$ cat src/rtl/freq_meas_ctrl.sv
// freq_meas_ctrl: measurement sequencer for the equal-precision frequency meter.
// Opens a gate window aligned to test edges, drives the shared counter clear/enable,
// kicks the divider, publishes freq with a one-cycle freq_vld, and flags loss of signal.
// Optional build macro FREQ_SINGLE_SHOT_EN: adds meas_start and parks in HOLD between
// measurements (and out of reset) instead of free-running.
// Latency: test_edge -> gate_en 1 cycle; div_done -> freq/freq_vld 1 cycle. No backpressure.

module freq_meas_ctrl #(
  parameter int GATE_CYC    = 50_000_000,
  parameter int TIMEOUT_CYC = 100_000_000,
  parameter int GAP_CYC     = 12_500_000,
  parameter int FREQ_W      = 32
) (
  input  logic              sys_clk,
  input  logic              sys_rst,
  input  logic              test_edge,
`ifdef FREQ_SINGLE_SHOT_EN
  input  logic              meas_start,
`endif
  output logic              cnt_clr,
  output logic              gate_en,
  output logic              div_start,
  input  logic              div_done,
  input  logic [FREQ_W-1:0] div_result,
  output logic [FREQ_W-1:0] freq,
  output logic              freq_vld,
  output logic              no_sig,
  output logic              busy
);

  // One timer serves every timed state, so size it for the longest interval.
  localparam int MAX_GT  = (GATE_CYC > TIMEOUT_CYC) ? GATE_CYC : TIMEOUT_CYC;
  localparam int MAX_CYC = (MAX_GT > GAP_CYC) ? MAX_GT : GAP_CYC;
  localparam int TMR_W   = $clog2(MAX_CYC) + 1;

  localparam logic [TMR_W-1:0] GATE_LAST = TMR_W'(GATE_CYC - 1);
  localparam logic [TMR_W-1:0] TOUT_LAST = TMR_W'(TIMEOUT_CYC - 1);
  localparam logic [TMR_W-1:0] GAP_LAST  = TMR_W'(GAP_CYC - 1);
  localparam logic [TMR_W-1:0] TMR_ONE   = TMR_W'(1);

  typedef enum logic [3:0] {
    S_IDLE,
    S_ARM,
    S_GATE,
    S_CLOSE,
    S_CALC,
    S_TOUT,
    S_PUB,
    S_GAP,
    S_HOLD
  } state_t;

`ifdef FREQ_SINGLE_SHOT_EN
  localparam state_t RST_STATE = S_HOLD;
  localparam state_t GAP_EXIT  = S_HOLD;
`else
  localparam state_t RST_STATE = S_IDLE;
  localparam state_t GAP_EXIT  = S_IDLE;
`endif

  state_t           state;
  logic [TMR_W-1:0] timer;

  // Sequencer: state, timer and every output are registered here.
  always_ff @(posedge sys_clk) begin
    if (sys_rst) begin
      state     <= RST_STATE;
      timer     <= '0;
      cnt_clr   <= 1'b0;
      gate_en   <= 1'b0;
      div_start <= 1'b0;
      freq      <= '0;
      freq_vld  <= 1'b0;
      no_sig    <= 1'b0;
      busy      <= 1'b0;
    end else begin
      // Pulse outputs default low; each is raised for exactly one cycle below.
      cnt_clr   <= 1'b0;
      div_start <= 1'b0;
      freq_vld  <= 1'b0;

      case (state)
        S_IDLE: begin
          cnt_clr <= 1'b1;
          timer   <= '0;
          busy    <= 1'b1;
          state   <= S_ARM;
        end

        // Gate only opens on a test edge so the window starts phase-aligned.
        S_ARM: begin
          if (test_edge) begin
            gate_en <= 1'b1;
            timer   <= '0;
            state   <= S_GATE;
          end else if (timer == TOUT_LAST) begin
            timer <= '0;
            state <= S_TOUT;
          end else begin
            timer <= timer + TMR_ONE;
          end
        end

        // Minimum gate length; edges here are irrelevant.
        S_GATE: begin
          if (timer == GATE_LAST) begin
            timer <= '0;
            state <= S_CLOSE;
          end else begin
            timer <= timer + TMR_ONE;
          end
        end

        // Stretch the gate to the next test edge so it spans whole test periods.
        S_CLOSE: begin
          if (test_edge) begin
            gate_en   <= 1'b0;
            div_start <= 1'b1;
            timer     <= '0;
            state     <= S_CALC;
          end else if (timer == TOUT_LAST) begin
            gate_en <= 1'b0;
            timer   <= '0;
            state   <= S_TOUT;
          end else begin
            timer <= timer + TMR_ONE;
          end
        end

        // div_start is still high on the first CALC cycle; a done seen then is stale.
        S_CALC: begin
          if (!div_start && div_done) begin
            freq     <= div_result;
            no_sig   <= 1'b0;
            freq_vld <= 1'b1;
            state    <= S_PUB;
          end
        end

        S_TOUT: begin
          freq     <= '0;
          no_sig   <= 1'b1;
          freq_vld <= 1'b1;
          state    <= S_PUB;
        end

        S_PUB: begin
          busy  <= 1'b0;
          timer <= '0;
          state <= S_GAP;
        end

        // Pacing gap so the display has time to show each result.
        S_GAP: begin
          if (timer == GAP_LAST) begin
            timer <= '0;
            state <= GAP_EXIT;
          end else begin
            timer <= timer + TMR_ONE;
          end
        end

`ifdef FREQ_SINGLE_SHOT_EN
        S_HOLD: begin
          if (meas_start) begin
            state <= S_IDLE;
          end
        end
`endif

        default: begin
          timer <= '0;
          state <= RST_STATE;
        end
      endcase
    end
  end

endmodule

$ cat config.mk
export PLATFORM = sky130hd
export DESIGN_NAME = freq_meas_ctrl
export DESIGN_NICKNAME = d
export VERILOG_FILES = /design/src/rtl/freq_meas_ctrl.sv
export SDC_FILE = /design/constraint.sdc
export NUM_CORES = 1
export LEC_CHECK = 0
export CORE_ASPECT_RATIO = 1.4
export CORE_MARGIN = 3
export CORE_UTILIZATION = 45
export CTS_CLUSTER_SIZE = 16
export DETAILED_ROUTE_END_ITERATION = 7
export PLACE_DENSITY = 0.82
export SLEW_MARGIN = 20
export SYNTH_ARGS = -nofsm -noshare
export SYNTH_HDL_FRONTEND = slang
export SYNTH_SLANG_ARGS = --single-unit
$ cat constraint.sdc
create_clock -name sys_clk -period 2 [get_ports sys_clk]
set_input_delay 0.2 -clock sys_clk [delete_from_list [all_inputs] [get_ports sys_clk]]
set_output_delay 0.2 -clock sys_clk [all_outputs]
set_load 0.02 [all_outputs]
==> results.py <==
metrics = {
    "floorplanning": {
        "pin_count": 74,
        "die_footprint_mm2": 0.008050,
        "initial_utilization_pct": 46.98,
        "coreArea_mm2": 0.006700,
        "chipHeight_um": 105.0,
        "die_x_um": 76.69,
        "floorplan.rows": 35,
    },
    "min_path": {
        "holdPathStages": 3,
        "hold_path_end": "freq[16]",
        "holdCritPathClass": "in -> reg",
        "holdCritStartpoint": "div_result[16]",
    },
    "sta": {
        "min_period_over_period_pct": 104.5,
        "finalSetupViolations": 27,
        "grt_setup_unrepaired": "yes",
        "final.setup_skew_ns": 0.007599,
        "period_minus_slack_ns": 2.090,
        "highest_clock_frequency_the_design_can_meet_mhz": 478.5,
        "finalHoldViolCount": 0,
        "postLayoutSetupSlackWorst_ns": -0.09006,
        "final-max-slew-violation-count": 0,
        "worst_hold_slack_ns": 0.4336,
    },
    "global_routing": {
        "antenna_found_initial": 0,
        "pin_count_of_the_biggest_net_entering_global_routing": 40,
        "grt-ovfl-total": 0,
        "wire_length_of_the_first_global_routing_pass_mm": 14.63,
        "grt_util_all_layers_pct": 22.36,
        "number_of_global_route_vias_before_repair": 3192,
    },
    "worst_setup_path": {
        "critical-path-slowest-cell": "sky130_fd_sc_hd__or4b_4",
        "timing.critical_path.slowest_cell_delay_ns": 0.57,
        "worst_ep_arrival_time_ns": 2.33,
        "critical_path.startpoint_type": "flip-flop",
        "worstSetupPathType": "reg -> reg",
        "worstReg2RegStart": "timer[24]",
        "worstPathCellList": "or4b_4, nor4_4, a21oi_2, o41ai_4, buf_12, nor2_1",
        "timing.reg2reg.setup_slack_ns": -0.09,
        "cp_max_fo": 25,
        "worstSetupEndpointType": "flip-flop",
        "worstReg2RegEnd": "timer[4]",
        "worst-endpoint-required_ns": 2.24,
        "reg2reg_depth": 6,
    },
    "clock_network": {
        "htreeDepth": 3,
        "clk-insertion-delay-late_ns": 0.35,
        "cts_sinks": 70,
        "cts_root_buffer": "sky130_fd_sc_hd__clkbuf_8",
        "cts-buffers-inserted": 9,
        "tritoncts_clock_tree": "done",
        "clkTransAtPathRegs_ns": 0.08,
        "hold_buffers": 0,
        "clk_path_buf_depth": 2,
    },
    "pwr": {
        "vdd.ir_drop.worst_mv": 0.4546,
        "power_frac_clock_pct": 41.4,
        "powerDensity_mw_per_mm2": 588.4,
        "switching_power_share_of_the_total_pct": 23.93,
        "power.leakage_uw": 0.001567,
        "net_switching_power_of_the_design_uw": 655.7,
        "p_int_uw": 2084,
        "combPwrFrac_pct": 7.1,
        "seqPwrFrac_pct": 51.5,
    },
    "detailed_routing": {
        "post-route-drc-count": 0,
        "met2_wirelength_mm": 4.430,
        "detail_route.vias_per_cell": 5.463,
        "route.layer.met1.wl_mm": 3.556,
        "top_layer_used": "met4",
        "wl_per_cell_um": 14.85,
        "routed_wirelength_mm": 8.791,
        "routed_vias": 3234,
        "route.antenna.remaining_nets": 0,
        "drtPass1Iterations": 4,
        "dr.first_iter.drc_count": 176,
        "detailroute.wirelength.met3_um": 622,
    },
    "synth": {
        "mappedNetlistNets": 417,
        "yosysSeqAreaShare_pct": 44.52,
        "postSynthRegisterBits": 70,
        "synth_edf_count": 0,
        "synth_area_per_cell_um2": 8.284,
        "async_reset_ff_share_pct": 0,
        "synthDistinctLibCells": 46,
        "syn_inst": 380,
        "synth_area_mm2": 0.003148,
        "yosysWarnings": 0,
        "ys_dominant_reg_cell": "sky130_fd_sc_hd__dfxtp_1",
    },
    "final_layout": {
        "layout-area-overhead-vs-synth_pct": 47.89,
        "insertedDiodeCount": 0,
        "layout_common_cells": "sky130_fd_sc_hd__clkdlybuf4s50_1, sky130_fd_sc_hd__dfxtp_1, sky130_fd_sc_hd__buf_4, sky130_fd_sc_hd__nand2_1, sky130_fd_sc_hd__nand4_1",
        "fill_cells": 502,
        "final_nets": 532,
        "layout_commonest_cell": "sky130_fd_sc_hd__clkdlybuf4s50_1",
        "final_layout_size_suffix_gt1_share_pct": 20.00,
    },
    "place": {
        "place_ws_ns": -0.1102,
        "gp_routability_congestion": 0.9786,
        "dpl.hpwl_mm": 6.199,
        "io_buffers": 73,
    },
    "outcome": {
        "outcome": "complete, but fails checks",
        "violated_checks": "setup timing",
    },
    "flow_run": {
        "maxCapViolCount": 0,
    },
}
[critical path: cells and delay by family, from the launching register on]
family	cells	cell delay (ns)
AO/OA/AOI/OAI	2	0.51
AND/OR/NAND/NOR	3	0.93
buffers and inverters	1	0.21
flip-flops	1	0.32
[power by group through the flow]
stage	sequential (µW)	combinational, µW	clock (µW)
floorplan	1450	71.1	0
global placement	1440	192	0
detailed placement	1440	193	0
CTS	1410	195	1160
global route	1410	210	1210
finish	1410	195	1130
[cell usage after synthesis (3+ instances only)]
cell                        n  area share [%]
sky130_fd_sc_hd__xor2_1     7             1.9
sky130_fd_sc_hd__nor2_1    39             4.7
sky130_fd_sc_hd__xnor2_1   21             5.8
sky130_fd_sc_hd__a21oi_1   39             6.2
sky130_fd_sc_hd__nor4b_1    4             1.1
sky130_fd_sc_hd__or4_1      3            0.72
sky130_fd_sc_hd__nor4_1     7             1.4
sky130_fd_sc_hd__and3_1     5            0.99
sky130_fd_sc_hd__a31oi_1    3            0.60
sky130_fd_sc_hd__o21ai_0    3            0.48
sky130_fd_sc_hd__or4b_1     3            0.95
sky130_fd_sc_hd__dfxtp_1   70              45
sky130_fd_sc_hd__nand2_1   48             5.7
sky130_fd_sc_hd__nand3_1    7             1.1
sky130_fd_sc_hd__nand4_1   41             8.1
sky130_fd_sc_hd__inv_1      7            0.83
sky130_fd_sc_hd__nor3_1    11             1.7
sky130_fd_sc_hd__clkbuf_1  23             2.7
sky130_fd_sc_hd__or2_2      3            0.60
[cell families (layout without fill, tap and decap cells)]
group                    Yosys count  count (layout)  share of synthesized area [%]
adder cells (fa/ha/maj)            1               1                         0.3974
AO/OA/AOI/OAI                     62              62                          12.08
other                              1               1                         0.1191
XOR/XNOR                          28              28                          7.790
flip-flops                        70              70                          44.51
buffers and inverters             34             154                          4.531
AND/OR/NAND/NOR                  184             184                          30.56
[stage by stage]
stage                     total power [µW]  TNS [ns]  utilization [%]  instance area [µm²]  instances
after floorplan                       1521    -2.332                -                 3186        380
after global placement                1634   -0.3900            65.56                 4393        574
after detailed placement              1636    -1.576            65.56                 4393        574
after CTS                             2760    -1.791            69.13                 4632        592
after global routing                  2830    -3.382            69.49                 4656        592
final                                 2740    -2.015            69.49                 4656        592
[layout make-up]
| type | count | area, µm² | share of cell area (%) |
|---|---|---|---|
| clock buffers | 9 | 123.9 | 2.661 |
| clock inverters | 7 | 75.07 | 1.612 |
| inverters | 8 | 30.03 | 0.6450 |
| multi-input cells | 276 | 1698 | 36.47 |
| flip-flops and latches | 70 | 1405 | 30.18 |
| well taps | 92 | 115.1 | 2.472 |
| repair buffers | 130 | 1209 | 25.96 |
[flip-flops by register name, summed over array words and instances (netlist names)]
| signal | flops |
|---|---|
| freq | 32 |
| timer | 28 |
| state | 4 |
| busy | 1 |
| cnt_clr | 1 |
| div_start | 1 |
| freq_vld | 1 |
| gate_en | 1 |
| no_sig | 1 |
[worst max-delay path by stage]
stage                          from        end  depth (start not counted)
final                     timer[24]   timer[4]                          6
after global routing      timer[24]   timer[4]                          6
after CTS                 timer[24]  timer[23]                          6
after detailed placement  timer[22]   timer[6]                          6
after global placement    timer[22]   timer[6]                          6
after floorplan           timer[24]  timer[20]                          6
[routing by layer]
layer	global-route usage [%]	vias up
met5	0	-
met1	24.07	1530
met2	39.84	97
li1	-	1593
met3	7.328	14
met4	8.938	0
[what timing repair did]
action / 4_1_cts / 5_1_grt
gates resized for setup: 5 / 6
buffers inserted: 2 / 0
endpoints found under the setup margin: 29 / 29
hold endpoints to repair: 0 / 0
pin swaps: 0 / 1
Note: power is estimated with default switching activity, not from simulation.
